**src/rtl/remote_comm_if.sv**
```systemverilog
// Signal bundle between the remote-side command issuer and remote_comm.
// The slave modport is the remote_comm view; the master modport is the
// issuer/harness view (which also drives the robot's response line RX).
interface remote_comm_if;
    logic        snd_cmd;
    logic [15:0] cmd;
    logic        TX;
    logic        RX;
    logic        busy;
    logic        cmd_snt;
    logic [7:0]  resp;
    logic        resp_rdy;
    logic        clr_resp_rdy;
    logic        resp_timeout;

    modport master (
        output snd_cmd, cmd, RX, clr_resp_rdy,
        input  TX, busy, cmd_snt, resp, resp_rdy, resp_timeout
    );

    modport slave (
        input  snd_cmd, cmd, RX, clr_resp_rdy,
        output TX, busy, cmd_snt, resp, resp_rdy, resp_timeout
    );
endinterface

```
**src/rtl/remote_comm.sv**
```systemverilog
// remote_comm: host-side command sender. Sends a 16-bit command as two
// 8N1 UART bytes (high byte first), then waits for a one-byte response
// with a timeout. Contains its own UART transmitter and receiver.
module remote_comm #(
    parameter int RESP_TO_CYCLES = 1_000_000,
    parameter int BAUD_CYCLES    = 2604
) (
    input  logic         clk,
    input  logic         rst_n,
    remote_comm_if.slave bus
);
    localparam int TO_W   = $clog2(RESP_TO_CYCLES + 1);
    localparam int BAUD_W = $clog2(BAUD_CYCLES + 1);

    localparam logic [TO_W-1:0]   TO_LAST   = TO_W'(RESP_TO_CYCLES - 1);
    localparam logic [BAUD_W-1:0] BAUD_LAST = BAUD_W'(BAUD_CYCLES - 1);
    localparam logic [BAUD_W-1:0] BAUD_HALF = BAUD_W'(BAUD_CYCLES / 2);

    typedef enum logic [1:0] {
        IDLE,
        HIGH,
        LOW,
        WAIT_RESP
    } state_e;

    // ------------------------------------------------------------------
    // Command FSM signals
    // ------------------------------------------------------------------
    state_e          state_q, state_d;
    logic [7:0]      low_q, low_d;
    logic [TO_W-1:0] to_cnt_q, to_cnt_d;
    logic            timeout_q, timeout_d;
    logic            cmd_snt_q, cmd_snt_d;
    logic            tx_first_q;
    logic            trmt;
    logic [7:0]      tx_data;

    // ------------------------------------------------------------------
    // UART transmitter signals
    // ------------------------------------------------------------------
    logic [9:0]        tx_shift_q;
    logic [3:0]        tx_bit_q;
    logic [BAUD_W-1:0] tx_baud_q;
    logic              tx_busy_q;
    logic              tx_done_q;

    // ------------------------------------------------------------------
    // UART receiver signals
    // ------------------------------------------------------------------
    logic [1:0]        rx_sync_q;
    logic              rx_busy_q;
    logic [BAUD_W-1:0] rx_baud_q;
    logic [3:0]        rx_bit_q;
    logic [7:0]        rx_shift_q;
    logic [7:0]        rx_data_q;
    logic              rx_rdy_q;
    logic              clr_rx_rdy;

    logic [7:0]        resp_q;
    logic              resp_rdy_q;

    // Transmitter: frame = start(0), 8 data bits LSB first, stop(1); the
    // shift register idles all-ones so its LSB is the line level directly.
    // NOTE: sequential state uses non-blocking (<=) so every register samples
    // pre-edge values; blocking here would create order-dependent races.
    always_ff @(posedge clk or negedge rst_n) begin
        if (!rst_n) begin
            tx_shift_q <= '1;
            tx_bit_q   <= '0;
            tx_baud_q  <= '0;
            tx_busy_q  <= 1'b0;
            tx_done_q  <= 1'b0;
        end else if (trmt) begin
            tx_shift_q <= {1'b1, tx_data, 1'b0};
            tx_bit_q   <= '0;
            tx_baud_q  <= '0;
            tx_busy_q  <= 1'b1;
            tx_done_q  <= 1'b0;
        end else if (tx_busy_q) begin
            if (tx_baud_q == BAUD_LAST) begin
                tx_baud_q  <= '0;
                tx_shift_q <= {1'b1, tx_shift_q[9:1]};
                if (tx_bit_q == 4'd9) begin
                    tx_busy_q <= 1'b0;
                    tx_done_q <= 1'b1;
                end else begin
                    tx_bit_q <= tx_bit_q + 4'd1;
                end
            end else begin
                tx_baud_q <= tx_baud_q + BAUD_W'(1);
            end
        end
    end

    // Receiver: synchronise RX, find the start edge, sample mid-bit.
    always_ff @(posedge clk or negedge rst_n) begin
        if (!rst_n) begin
            rx_sync_q  <= 2'b11;
            rx_busy_q  <= 1'b0;
            rx_baud_q  <= '0;
            rx_bit_q   <= '0;
            rx_shift_q <= '0;
            rx_data_q  <= '0;
            rx_rdy_q   <= 1'b0;
        end else begin
            rx_sync_q <= {rx_sync_q[0], bus.RX};
            if (clr_rx_rdy) begin
                rx_rdy_q <= 1'b0;
            end
            if (!rx_busy_q) begin
                if (!rx_sync_q[1]) begin
                    rx_busy_q <= 1'b1;
                    rx_baud_q <= BAUD_HALF;
                    rx_bit_q  <= '0;
                end
            end else if (rx_baud_q != '0) begin
                rx_baud_q <= rx_baud_q - BAUD_W'(1);
            end else begin
                rx_baud_q <= BAUD_LAST;
                if (rx_bit_q == 4'd9) begin
                    // Middle of the stop bit: byte complete.
                    rx_busy_q <= 1'b0;
                    rx_data_q <= rx_shift_q;
                    rx_rdy_q  <= 1'b1;
                end else if (rx_bit_q == 4'd0 && rx_sync_q[1]) begin
                    // Start bit gone high again: treat as a glitch.
                    rx_busy_q <= 1'b0;
                end else begin
                    if (rx_bit_q != 4'd0) begin
                        rx_shift_q <= {rx_sync_q[1], rx_shift_q[7:1]};
                    end
                    rx_bit_q <= rx_bit_q + 4'd1;
                end
            end
        end
    end

    // The UART ready flag is consumed the same cycle it is seen.
    assign clr_rx_rdy = rx_rdy_q;

    // Response capture runs regardless of FSM state; a new byte beats a clear.
    always_ff @(posedge clk or negedge rst_n) begin
        if (!rst_n) begin
            resp_q     <= '0;
            resp_rdy_q <= 1'b0;
        end else if (rx_rdy_q) begin
            resp_q     <= rx_data_q;
            resp_rdy_q <= 1'b1;
        end else if (bus.clr_resp_rdy) begin
            resp_rdy_q <= 1'b0;
        end
    end

    // Command FSM state and datapath registers.
    always_ff @(posedge clk or negedge rst_n) begin
        if (!rst_n) begin
            state_q    <= IDLE;
            low_q      <= '0;
            to_cnt_q   <= '0;
            timeout_q  <= 1'b0;
            cmd_snt_q  <= 1'b0;
            tx_first_q <= 1'b0;
        end else begin
            state_q    <= state_d;
            low_q      <= low_d;
            to_cnt_q   <= to_cnt_d;
            timeout_q  <= timeout_d;
            cmd_snt_q  <= cmd_snt_d;
            tx_first_q <= trmt;
        end
    end

    // Command FSM next-state and UART launch decode. tx_first_q masks the
    // cycle right after trmt, when tx_done may not yet reflect the new byte.
    // NOTE: every output of this block is defaulted first so no path leaves
    // a variable unassigned, which would otherwise infer a latch.
    always_comb begin
        state_d   = state_q;
        low_d     = low_q;
        to_cnt_d  = to_cnt_q;
        timeout_d = timeout_q;
        cmd_snt_d = 1'b0;
        trmt      = 1'b0;
        tx_data   = bus.cmd[15:8];
        case (state_q)
            IDLE: begin
                if (bus.snd_cmd) begin
                    low_d     = bus.cmd[7:0];
                    tx_data   = bus.cmd[15:8];
                    trmt      = 1'b1;
                    timeout_d = 1'b0;
                    state_d   = HIGH;
                end
            end
            HIGH: begin
                if (!tx_first_q && tx_done_q) begin
                    tx_data = low_q;
                    trmt    = 1'b1;
                    state_d = LOW;
                end
            end
            LOW: begin
                if (!tx_first_q && tx_done_q) begin
                    cmd_snt_d = 1'b1;
                    to_cnt_d  = '0;
                    state_d   = WAIT_RESP;
                end
            end
            WAIT_RESP: begin
                to_cnt_d = to_cnt_q + TO_W'(1);
                if (rx_rdy_q) begin
                    state_d = IDLE;
                end else if (to_cnt_q == TO_LAST) begin
                    timeout_d = 1'b1;
                    state_d   = IDLE;
                end
            end
            default: state_d = IDLE;
        endcase
    end

    assign bus.TX           = tx_shift_q[0];
    assign bus.busy         = (state_q != IDLE);
    assign bus.cmd_snt      = cmd_snt_q;
    assign bus.resp         = resp_q;
    assign bus.resp_rdy     = resp_rdy_q;
    assign bus.resp_timeout = timeout_q;
endmodule

```
**src/flat_wrapper.sv**
```systemverilog
// flat-port wrapper written by rule: the top's interface ports become plain ports
module remote_comm_flat 
#(
    parameter int RESP_TO_CYCLES = 1_000_000,
    parameter int BAUD_CYCLES    = 2604
)
  (clk, rst_n, bus_snd_cmd, bus_cmd, bus_RX, bus_clr_resp_rdy, bus_TX, bus_busy, bus_cmd_snt, bus_resp, bus_resp_rdy, bus_resp_timeout);
  remote_comm_if bus_i ();
  input  logic clk;
  input  logic rst_n;
  input wire logic [$bits(bus_i.snd_cmd)-1:0] bus_snd_cmd;
  input wire logic [$bits(bus_i.cmd)-1:0] bus_cmd;
  input wire logic [$bits(bus_i.RX)-1:0] bus_RX;
  input wire logic [$bits(bus_i.clr_resp_rdy)-1:0] bus_clr_resp_rdy;
  output wire logic [$bits(bus_i.TX)-1:0] bus_TX;
  output wire logic [$bits(bus_i.busy)-1:0] bus_busy;
  output wire logic [$bits(bus_i.cmd_snt)-1:0] bus_cmd_snt;
  output wire logic [$bits(bus_i.resp)-1:0] bus_resp;
  output wire logic [$bits(bus_i.resp_rdy)-1:0] bus_resp_rdy;
  output wire logic [$bits(bus_i.resp_timeout)-1:0] bus_resp_timeout;
  assign bus_i.snd_cmd = bus_snd_cmd;
  assign bus_i.cmd = bus_cmd;
  assign bus_i.RX = bus_RX;
  assign bus_i.clr_resp_rdy = bus_clr_resp_rdy;
  assign bus_TX = bus_i.TX;
  assign bus_busy = bus_i.busy;
  assign bus_cmd_snt = bus_i.cmd_snt;
  assign bus_resp = bus_i.resp;
  assign bus_resp_rdy = bus_i.resp_rdy;
  assign bus_resp_timeout = bus_i.resp_timeout;
  remote_comm #(.RESP_TO_CYCLES(RESP_TO_CYCLES), .BAUD_CYCLES(BAUD_CYCLES)) u_core (.clk(clk), .rst_n(rst_n), .bus(bus_i));
endmodule
```
**config.mk**
```make
export PLATFORM = sky130hd
export DESIGN_NAME = remote_comm_flat
export DESIGN_NICKNAME = d
export VERILOG_FILES = /design/src/rtl/remote_comm_if.sv /design/src/rtl/remote_comm.sv /design/src/flat_wrapper.sv
export SDC_FILE = /design/constraint.sdc
export NUM_CORES = 1
export LEC_CHECK = 0
export ABC_CLOCK_PERIOD_IN_PS = 2900
export BUFFER_PORTS_ARGS = -buffer_cell sky130_fd_sc_hd__buf_2
export CAP_MARGIN = 20
export CORE_UTILIZATION = 40
export CTS_BUF_LIST = sky130_fd_sc_hd__clkbuf_2 sky130_fd_sc_hd__clkbuf_4 sky130_fd_sc_hd__clkbuf_8
export CTS_CLUSTER_SIZE = 30
export DETAILED_ROUTE_END_ITERATION = 10
export PLACE_DENSITY = 0.62
export SLEW_MARGIN = 30
export SYNTH_ARGS = -nofsm -noshare
export SYNTH_HDL_FRONTEND = slang
export SYNTH_SLANG_ARGS = --single-unit
```
**constraint.sdc**
```tcl
create_clock -name clk -period 2.9 [get_ports clk]
set_input_delay 0.58 -clock clk [delete_from_list [all_inputs] [get_ports clk]]
set_output_delay 0.58 -clock clk [all_outputs]
set_load 0.05 [all_outputs]
```
==> results by group <==
Clock tree
  • CTS tree: yes
  • Clock Latency Late Sink: 0.39 ns
  • Clock Tree Buf Depth: 2
  • Sink Count: 105
  • CTS clock-pin slew for the worst setup and hold paths: 0.10 ns
  • Post-CTS resize count: 0
  • Clock H-tree levels: 3
  • Post-CTS Setup Bufs: 0
  • Cts hold-fix bufs: 0
  • TritonCTS Buffers: 9
  • Root Driver: clkbuf_8

Timing
  • Unrepaired setup endpoints after global routing: false
  • Tmin final: 2.69 ns
  • Slew HR: 0.472
  • Hold WS: 0.232 ns
  • Setup violators final: 0
  • Setup_tns: 0 ns
  • Slew Limit Fails: 0
  • Clock Skews: 0.0116 ns
  • FMAX: 0.371 GHz
  • Actual slew at the worst max-slew pin: 0.784 ns
  • Final hold vios: 0
  • Fin crit share: 0.929

Worst setup path
  • Crit end category: flop
  • Crit-path max FO: 9
  • Required time of the worst setup path: 3.18 ns
  • Critical path class: flop to flop
  • Crit path DAT: 2.97 ns
  • CP startpoint kind: flop

Power and ir drop
  • Power Density: 405 nW/um^2
  • Switching Fraction: 0.243
  • Comb pwr share: 0.021
  • Switch Pwr: 582 uW
  • Clock power frac: 0.365
  • Flop pwr share: 0.614
  • Int Pwr: 1810 uW
  • Max VDD drop: 275 uV
  • LEAKAGE: 0.00271 uW

Global routing
  • First-pass GRT wire length: 17.4 mm
  • GRT Residual Overflow: 0
  • Grt peak-use layer: met2
  • M3 GR Usage: 0.0433
  • Met2 usage: 0.249
  • Via count of the first global-routing pass: 3684
  • GR Util met1: 0.202
  • GRT Util Overall: 0.155
  • Initial antenna violation count: 0
  • Largest net degree at the start of global routing: 55

Yosys
  • Synth Instances: 502
  • Yosys warns: 0
  • Synth cell types: 65
  • #FFs+latches synth: 105
  • Synth Area in Simple Gates: 0.177
  • Mean Syn Cell Area: 10.6 sq um
  • Combinational family with the most area after synthesis: simple AND/OR/NAND/NOR gates
  • Seq/Total Area, Yosys: 0.496
  • Multiplexer share of the synthesized area: 0.111
  • Cell area after synthesis: 5330 sq um
  • EDFF count, synth: 0
  • Post-synthesis xor/xnor area fraction: 0.0247
  • Compound-Gate Fraction of Synth Area: 0.127
  • Top_reg_cell synth: dfrtp_1
  • Syn nets: 536
  • Post-synthesis async set-or-reset flop share: 1.00
  • Synth Area in Adders: 0.0305

Die
  • Core area: 12800 sq um
  • Starting density of the core: 0.415
  • Site row count: 41
  • Chip Width: 117 microns
  • Die area: 13800 sq um
  • Die Y: 117 microns
  • Number of I/O pins: 34

Flow run
  • Max Cap Viol: 0

Routing
  • Final routed DRC violation total: 0
  • Avg WL per Cell: 14.4 microns
  • First DRT Iteration DRCs: 151
  • Via count: 3892
  • Via-to-Cell Ratio: 5.45
  • Total wire length: 10.3 mm
  • First-pass DRT Iterations: 4
  • Antenna-violating nets left: 0

Layout
  • Commonest non-fill, non-tap cell in the layout: dfrtp_1
  • Share of layout cells above drive strength 1: 0.229
  • Diodes inserted: 0
  • Multi-input logic area: 2500 sq um
  • Nets: 571
  • Layout Area Growth over Synthesis: 11.0%
  • FF/Latch Area: 2640 sq um
  • Most frequent cells in the layout: 94 x dfrtp_1, 35 x a21oi_1, 35 x nor2_1
  • Fillers: 1208

Status
  • Status: complete, no violations

Min path
  • Min-Delay Path Class: input port to asynchronous set/reset pin

Placed design
  • IO buf count: 33
  • RD Place Congestion: 0.832
  • DP HPWL: 7.19 mm
-- power groups by stage --
stage	combinational [uW]	sequential, uW	clock [uW]
detailed placement	53.7	1500	0
finish	50.5	1470	875
global route	60.4	1470	962
CTS	54.0	1470	918
floorplan	5.99	1500	0
global placement	53.2	1500	0
-- flip-flops by register name, indices dropped and copies added, names as in the netlist, 2 cells and up --
signal / cells
u_core.state_q: 2
u_core.rx_sync_q: 2
u_core.tx_baud_q: 12
u_core.bus.resp: 8
u_core.rx_data_q: 8
u_core.rx_shift_q: 8
u_core.tx_bit_q: 4
u_core.to_cnt_q: 20
u_core.rx_baud_q: 12
u_core.tx_shift_q: 9
u_core.rx_bit_q: 4
u_core.low_q: 8
-- cells by family after synthesis --
| kind of cell | count (synthesis) |
|---|---|
| AND/OR/NAND/NOR | 169 |
| AO/OA/AOI/OAI | 105 |
| buffers and inverters | 44 |
| multiplexers | 51 |
| flip-flops | 105 |
| XOR/XNOR | 15 |
| adder cells (fa/ha/maj) | 13 |
-- stage by stage --
step | instance area (sq um) | setup slack, ns | power (uW) | cells | util
6_report | 5910 | 0.207 | 2400 | 714 | 0.461
5_1_grt | 5910 | 0.125 | 2490 | 714 | 0.461
4_1_cts | 5910 | 0.205 | 2440 | 714 | 0.461
3_5_place_dp | 5730 | 0.216 | 1550 | 698 | 0.447
3_3_place_gp | 5730 | 0.251 | 1550 | 698 | 0.447
2_1_floorplan | 5330 | 0.160 | 1500 | 502 | -
-- routing by layer --
layer | up-vias | part of all wire
met2 | 59 | 0.48
met3 | 8 | 0.030
met1 | 1923 | 0.48
li1 | 1902 | -
met5 | - | 0
met4 | 0 | 0.0086
-- worst paths after layout --
path,cells past startpoint,start,slack (ns),to
max in group asynchronous,2,rst_n,1.92,u_core.tx_shift_q[4]
worst max register to register,6,u_core.rx_baud_q[0],0.21,u_core.rx_data_q[3]
min in group clk,1,bus_RX,0.29,u_core.rx_sync_q[0]
worst min register to register,0,u_core.rx_sync_q[0],0.36,u_core.rx_sync_q[1]
worst max-delay path,6,u_core.rx_baud_q[0],0.21,u_core.rx_data_q[3]
worst min-delay path,1,rst_n,0.23,u_core.to_cnt_q[16]
-- final cells by class --
type / count / share of cell area
clock buffers: 9 / 0.0209
clock inverters: 7 / 0.0102
inverters: 19 / 0.0121
multi-input cells: 353 / 0.423
flip-flops and latches: 105 / 0.447
well taps: 172 / 0.0364
repair buffers: 49 / 0.0508
-- critical path, cell delays in order (launching register included) --
cell,delay [ns]
dfrtp_1,0.41
inv_1,0.10
ha_1,0.15
or4b_1,0.54
or4_4,0.45
or4_4,0.61
mux2_4,0.33
-- synth_stat cells (all sizes together), types with 7 or more instances --
master   n  area, sq um
o31ai    8         60.1
buf      7         43.8
nor2    35          131
nor4     7         43.8
xnor2    7         61.3
mux2    39          469
a21oi   35          175
clkbuf  18         68.8
mux2i   12          120
o21ai   15         75.1
nand2   31          116
ha      13          163
or3      8         50.1
xor2     8         70.1
nor3     9         50.1
inv     19         71.3
nand3   14         70.1
dfstp   11          289
o211ai   8         60.1
or4     14          114
dfrtp   94         2350
Power figures use the tool's default switching activity.
